**src/rtl/aibcr3_dcc_dlyctrl.sv**
```systemverilog
// ---------------------------------------------------------------------------
// aibcr3_dcc_dlyctrl
//
// Delay-line controller for the DCC delay-cell chain. It turns up/down
// decisions from the duty-cycle detector into a registered thermometer bus
// `bk`. The controller:
//   - integrates the detector decisions in a signed filter;
//   - moves the code one cell per filter overflow;
//   - waits SETTLE_CYC cycles after each code change before it trusts the
//     detector again;
//   - declares lock after LOCK_REV consecutive direction reversals;
//   - flags saturation when a step is blocked at 0 or NCELL.
//
// Ports
//   clk          controller clock, rising edge
//   rst_n        asynchronous active-low reset
//   dcc_en       loop enable (synchronous)
//   up / dn      detector requests: more / less delay (sampled in TRACK/LOCKED)
//   manual_en    override: code follows manual_code (clamped to NCELL)
//   manual_code  override code
//   bk           thermometer select, bk[i] = (i < code), registered
//   code         current binary code, registered
//   lock         loop locked
//   sat          last step request was blocked at 0 or NCELL
// ---------------------------------------------------------------------------
module aibcr3_dcc_dlyctrl #(
  parameter int NCELL      = 16,
  parameter int CW         = 5,
  parameter int FILT_MAX   = 4,
  parameter int SETTLE_CYC = 8,
  parameter int LOCK_REV   = 3
) (
  input  logic             clk,
  input  logic             rst_n,
  input  logic             dcc_en,
  input  logic             up,
  input  logic             dn,
  input  logic             manual_en,
  input  logic [CW-1:0]    manual_code,
  output logic [NCELL-1:0] bk,
  output logic [CW-1:0]    code,
  output logic             lock,
  output logic             sat
);

  localparam int FW = $clog2(FILT_MAX) + 2;
  localparam int SW = (SETTLE_CYC > 1) ? $clog2(SETTLE_CYC) : 1;
  localparam int RW = $clog2(LOCK_REV + 1);

  localparam logic [CW-1:0]        CODE_MAX    = CW'(NCELL);
  localparam logic [CW-1:0]        CODE_MID    = CW'(NCELL / 2);
  localparam logic signed [FW-1:0] FILT_P      = FW'(FILT_MAX);
  localparam logic signed [FW-1:0] FILT_N      = -FILT_P;
  localparam logic [SW-1:0]        SETTLE_LAST = SW'(SETTLE_CYC - 1);
  localparam logic [RW-1:0]        REV_MAX     = RW'(LOCK_REV);

  typedef enum logic [1:0] {
    IDLE   = 2'd0,
    SETTLE = 2'd1,
    TRACK  = 2'd2,
    LOCKED = 2'd3
  } state_e;

  typedef enum logic [1:0] {
    DIR_NONE = 2'd0,
    DIR_UP   = 2'd1,
    DIR_DN   = 2'd2
  } dir_e;

  // Registered state
  state_e                state_q;
  logic [CW-1:0]         code_q;
  logic [NCELL-1:0]      bk_q;
  logic                  lock_q;
  logic                  sat_q;
  logic signed [FW-1:0]  filt_q;
  logic [SW-1:0]         settle_q;
  logic [RW-1:0]         rev_q;
  dir_e                  dir_q;
  // Set while the manual override holds the code, so that a release with
  // dcc_en=1 restarts from the manual code instead of the mid-scale code.
  logic                  man_q;

  // Next-state values
  state_e                state_d;
  logic [CW-1:0]         code_d;
  logic                  lock_d;
  logic                  sat_d;
  logic signed [FW-1:0]  filt_d;
  logic [SW-1:0]         settle_d;
  logic [RW-1:0]         rev_d;
  dir_e                  dir_d;
  logic                  man_d;

  // Step evaluation helpers
  logic signed [FW-1:0]  delta;
  logic signed [FW-1:0]  filt_sum;
  dir_e                  step_dir;
  logic                  blocked;
  logic [RW-1:0]         rev_inc;

  // bk is decoded from the next code and registered, so it changes on the
  // same edge as code and never glitches.
  function automatic logic [NCELL-1:0] thermo(input logic [CW-1:0] c);
    logic [NCELL-1:0] t;
    t = '0;
    for (int i = 0; i < NCELL; i++) begin
      t[i] = (i < int'(c));
    end
    return t;
  endfunction

  always_comb begin
    // NOTE: every variable gets a default before any branch, so no path
    // leaves one unassigned and no latch is inferred.
    state_d  = state_q;
    code_d   = code_q;
    lock_d   = lock_q;
    sat_d    = sat_q;
    filt_d   = filt_q;
    settle_d = settle_q;
    rev_d    = rev_q;
    dir_d    = dir_q;
    man_d    = man_q;
    delta    = '0;
    filt_sum = filt_q;
    step_dir = DIR_NONE;
    blocked  = 1'b0;
    rev_inc  = (rev_q == REV_MAX) ? rev_q : rev_q + 1'b1;

    if (manual_en) begin
      // Override wins over everything but reset; loop is parked in IDLE.
      state_d  = IDLE;
      code_d   = (manual_code > CODE_MAX) ? CODE_MAX : manual_code;
      lock_d   = 1'b0;
      sat_d    = 1'b0;
      filt_d   = '0;
      settle_d = '0;
      rev_d    = '0;
      dir_d    = DIR_NONE;
      man_d    = 1'b1;
    end else if (!dcc_en) begin
      state_d  = IDLE;
      code_d   = '0;
      lock_d   = 1'b0;
      sat_d    = 1'b0;
      filt_d   = '0;
      settle_d = '0;
      rev_d    = '0;
      dir_d    = DIR_NONE;
      man_d    = 1'b0;
    end else begin
      case (state_q)
        IDLE: begin
          code_d   = man_q ? code_q : CODE_MID;
          man_d    = 1'b0;
          filt_d   = '0;
          settle_d = '0;
          state_d  = SETTLE;
        end

        SETTLE: begin
          filt_d = '0;
          if (settle_q == SETTLE_LAST) begin
            settle_d = '0;
            state_d  = lock_q ? LOCKED : TRACK;
          end else begin
            settle_d = settle_q + 1'b1;
          end
        end

        TRACK, LOCKED: begin
          if (up && !dn) begin
            delta = FW'(1);
          end else if (dn && !up) begin
            delta = '1;
          end
          filt_sum = filt_q + delta;
          filt_d   = filt_sum;

          if (filt_sum == FILT_P) begin
            step_dir = DIR_UP;
          end else if (filt_sum == FILT_N) begin
            step_dir = DIR_DN;
          end

          if (step_dir != DIR_NONE) begin
            filt_d  = '0;
            blocked = (step_dir == DIR_UP) ? (code_q == CODE_MAX)
                                           : (code_q == '0);
            dir_d   = step_dir;
            if (blocked) begin
              // A blocked step breaks any reversal run and any lock.
              sat_d   = 1'b1;
              rev_d   = '0;
              lock_d  = 1'b0;
              state_d = TRACK;
            end else begin
              sat_d    = 1'b0;
              code_d   = (step_dir == DIR_UP) ? code_q + 1'b1 : code_q - 1'b1;
              settle_d = '0;
              state_d  = SETTLE;
              if (dir_q == step_dir) begin
                // Two consecutive same-direction steps: the loop is moving,
                // not dithering, so lock is dropped.
                rev_d  = '0;
                lock_d = 1'b0;
              end else if (dir_q != DIR_NONE) begin
                rev_d = rev_inc;
                if (rev_inc == REV_MAX) begin
                  lock_d = 1'b1;
                end
              end
            end
          end
        end

        default: begin
          state_d = IDLE;
        end
      endcase
    end
  end

  always_ff @(posedge clk or negedge rst_n) begin
    if (!rst_n) begin
      state_q  <= IDLE;
      code_q   <= '0;
      bk_q     <= '0;
      lock_q   <= 1'b0;
      sat_q    <= 1'b0;
      filt_q   <= '0;
      settle_q <= '0;
      rev_q    <= '0;
      dir_q    <= DIR_NONE;
      man_q    <= 1'b0;
    end else begin
      // NOTE: non-blocking assignments make every register update from the
      // values present before the edge, independent of statement order.
      state_q  <= state_d;
      code_q   <= code_d;
      bk_q     <= thermo(code_d);
      lock_q   <= lock_d;
      sat_q    <= sat_d;
      filt_q   <= filt_d;
      settle_q <= settle_d;
      rev_q    <= rev_d;
      dir_q    <= dir_d;
      man_q    <= man_d;
    end
  end

  assign bk   = bk_q;
  assign code = code_q;
  assign lock = lock_q;
  assign sat  = sat_q;

endmodule
```
**config.mk**
```make
export PLATFORM = sky130hd
export DESIGN_NAME = aibcr3_dcc_dlyctrl
export DESIGN_NICKNAME = d
export VERILOG_FILES = /design/src/rtl/aibcr3_dcc_dlyctrl.sv
export SDC_FILE = /design/constraint.sdc
export NUM_CORES = 1
export LEC_CHECK = 0
export ABC_AREA = 1
export ABC_CLOCK_PERIOD_IN_PS = 3400
export CAP_MARGIN = 10
export CORE_MARGIN = 2
export CORE_UTILIZATION = 55
export CTS_BUF_LIST = sky130_fd_sc_hd__clkbuf_2 sky130_fd_sc_hd__clkbuf_4 sky130_fd_sc_hd__clkbuf_8
export CTS_CLUSTER_SIZE = 20
export DETAILED_ROUTE_END_ITERATION = 12
export PLACE_DENSITY = 0.84
export SETUP_SLACK_MARGIN = 0.15
export SYNTH_ARGS = -nofsm -noshare
export SYNTH_HDL_FRONTEND = slang
export SYNTH_SLANG_ARGS = --single-unit
```
**constraint.sdc**
```tcl
create_clock -name clk -period 3.4 [get_ports clk]
set_input_delay 0.51 -clock clk [delete_from_list [all_inputs] [get_ports clk]]
set_output_delay 0.51 -clock clk [all_outputs]
set_load 0.005 [all_outputs]
```
==> flow_summary.ini <==
[outcome]
status = finished, final reports clean

[routing]
first_pass_iters = 4
drt_iter0_markers = 169
detail-route-antenna-nets = 0
drc = 0
dr_total_vias = 1985
wire_per_inst_um = 15.7
via_per_inst = 5.38
wl_um = 5780

[setup_path]
crit_path_start_kind = input port
crit_family = simple AND/OR/NAND/NOR gates
slowest_delay_ns = 0.41
cp_num_cells = 21
cp-end-kind = register
path_cells = dlygate4sd2_1, ha_2, buf_4, ha_4, nand3_2, nand2_1, inv_2, nand2_1, nand2_2, nand3_4, fa_2, nand2_2, nand2_1, a21oi_2, nand2_1, nand3_2, nand2_4, a21oi_4, nand2_2, nand2_2, nand2_1
path_max_fanout = 6
cpMostUsedCell = nand2_1
timing.critical_path.buf_inv = 3
critPathKind = input port to register
critical_path.slowest_cell = fa_2
critPathArrivalTime_ns = 3.33
worstReg2RegStart = filt_q[1]
crit_start = dn
required_ns = 3.58
worst_r2r_path_depth = 19

[clocking]
clock_latency_ns = 0.29
postCtsHoldBufs = 0
cts_root_buffer = clkbuf_8
cts_sinks = 36
htreeDepth = 2
cts_buffers = 5
clk_pin_slew_ns = 0.08
cts_tree = yes
clk_path_buf_depth = 2

[grt]
track_usage_pct = 28.2
grt_pass1_vias = 2029
antenna_found_initial = 0
gr-total-overflow = 0
grt_pass1_wl_um = 9280
grt_max_degree = 21

[synthesis]
synth_xor_area_share_pct = 1.60
synth_top_family_by_area = simple AND/OR/NAND/NOR gates
synth.cell_area_um2 = 2190
ys_seq_area_share_pct = 41.0
syn_inst = 258
yosys.area_share.simple_pct = 30.3
avgSynthCellArea_um2 = 8.51
synth_nets = 281
synth_cell_types = 37
synthMuxAreaShare_pct = 0
ys_warn_count = 0
ys_ff_latch = 36
synth_compound_area_share_pct = 10.4
synth_adder_area_share_pct = 7.18

[pwr]
power_density_nw_per_um2 = 367
ir_worst_vdd_v = 0.000380
leakage_nw = 1.40

[floorplan]
start_util_pct = 58.6
die_h_um = 67.2
rows = 22
design.die.area_um2 = 4510
die_w_um = 67.2
io_pins = 34
coreArea_um2 = 3740

[layout]
drive_above_1_share_pct = 28.0
diodes = 0
fin_area_um2 = 2980
fin_util_pct = 79.6
nets = 343
syn_to_final_growth_pct = 35.7

[placed_design]
place_ws_ns = -0.365
place_hpwl_um = 3670
place_congestion = 0.803
port_buffers = 33
placed_cell_area_um2 = 2690

[timing]
relSlewSlack_pct = 43.6
tns_ns = 0
fin_crit_sh_pct = 92.5
tightest_slew_ns = 0.843
max_freq_mhz = 318
setup_slack_ns = 0.257
hold_viol = 0
fin_skew_ns = 0.00439
finalSetupViolations = 0
period_needed_ns = 3.14
slew_violations = 0
rsz0062_at_grt = true

[hold_path]
hold_path.class = register to register
holdPathStages = 1
hold_start = settle_q[2]

[run]
drv_cap = 0
## through the flow
stage | hold WS [ns] | power, mW | cells
floorplan | 0.214 | 0.620 | 258
global placement | 0.481 | 0.735 | 353
detailed placement | 0.498 | 0.742 | 353
CTS | 0.513 | 1.07 | 365
global route | 0.525 | 1.14 | 369
finish | 0.520 | 1.09 | 369
## worst reg2reg max path, stage by stage (launching register included)
cell	delay (ns)
dfrtp_1	0.42
inv_1	0.07
nand2_1	0.06
and2_4	0.14
ha_4	0.24
nor2_4	0.13
nand3_4	0.09
inv_4	0.07
nand3_4	0.14
fa_2	0.41
nand2_2	0.08
nand2_1	0.07
a21oi_2	0.15
nand2_1	0.09
nand3_2	0.09
nand2_4	0.07
a21oi_4	0.22
nand2_2	0.08
nand2_2	0.08
nand2_1	0.05
## flip-flops by register name, summed over array words and instances, names as in the netlist
| signal | flops |
|---|---|
| rev_q | 2 |
| man_q | 1 |
| code | 4 |
| sat | 1 |
| settle_q | 3 |
| lock | 1 |
| state_q | 2 |
| filt_q | 4 |
| bk | 16 |
| dir_q | 2 |
## synth_stat cells, drive strengths merged
master	number	share of area (%)
nand2	67	14
inv	47	8.3
dfrtp	36	41
nor2	21	4.3
nand3	20	8.3
a21oi	14	4.6
o21ai	13	3.1
ha	11	6.3
nand4	8	2.3
o22ai	3	0.86
xor2	3	1.2
buf	2	1.0
nand3b	2	0.86
nor3	2	0.46
a22o	1	0.40
a31oi	1	0.29
a32o	1	0.46
and2	1	0.29
clkinv	1	0.17
fa	1	0.91
o211ai	1	0.34
o31ai	1	0.34
xnor2	1	0.40
## layout make-up
cell class / count / area, um2
clock inverter: 3 / 18.8
multi-input combinational: 172 / 1230
inverter: 48 / 188
sequential: 36 / 901
timing repair buffer: 57 / 512
tap: 48 / 60.1
fill: 230 / 764
clock buffer: 5 / 68.8
## cell families after synthesis
| family | after synthesis |
|---|---|
| simple gates | 121 |
| buf+inv | 50 |
| flops | 36 |
| compound gates | 35 |
| fa+ha+maj | 12 |
| xor+xnor | 4 |
## placed cells by master (no fill, tap or decap), types with 3 or more instances in the layout
| cell | synthesis | final |
|---|---|---|
| inv_2 | 1 | 4 |
| nand3_2 | 4 | 7 |
| dfrtp_1 | 36 | 36 |
| nand3_4 | 5 | 5 |
| ha_1 | 11 | 3 |
| clkdlybuf4s50_1 | 0 | 31 |
| nand2_4 | 4 | 5 |
| nand2_2 | 9 | 11 |
| ha_4 | 0 | 7 |
| nor2_1 | 17 | 16 |
| nor2_2 | 3 | 3 |
| inv_1 | 44 | 41 |
| o21ai_0 | 11 | 10 |
| buf_4 | 1 | 23 |
| nand3_1 | 11 | 8 |
| o22ai_1 | 3 | 3 |
| a21oi_2 | 2 | 3 |
| nand2_1 | 54 | 51 |
| clkbuf_8 | 0 | 5 |
| nand4_1 | 8 | 8 |
| a21oi_1 | 10 | 9 |
## layer usage
metal | wire [um] | GRT usage [%] | share of wire (%) | up-vias
li1 | - | - | - | 943
met1 | 2270 | 32.6 | 39 | 940
met2 | 3000 | 48.9 | 52 | 80
met3 | 364 | 7.83 | 6.3 | 22
met4 | 144 | 12.0 | 2.5 | 0
met5 | 0 | 0 | 0 | -
## timing repair
item | in CTS | in global routing
endpoints found under the setup margin | 15 | 13
resized for setup | 25 | 5
buffers inserted | 4 | 4
pin swaps | 18 | 8
## path summary, 6_finish.rpt
kind                                    end  slack [ns]
worst max-delay path                  bk[8]        0.26
worst min-delay path            settle_q[2]        0.52
worst max register to register        bk[8]        0.54
worst min register to register  settle_q[2]        0.52
max in group asynchronous           code[3]        1.93
min in group asynchronous             man_q        0.70
## power breakdown
group          leakage (nW)  internal [mW]  switching (mW)
Combinational         0.892          0.147           0.156
Sequential            0.465          0.459          0.0205
Clock                0.0479          0.143           0.167
No activity file was read; power rests on OpenSTA's default activity.
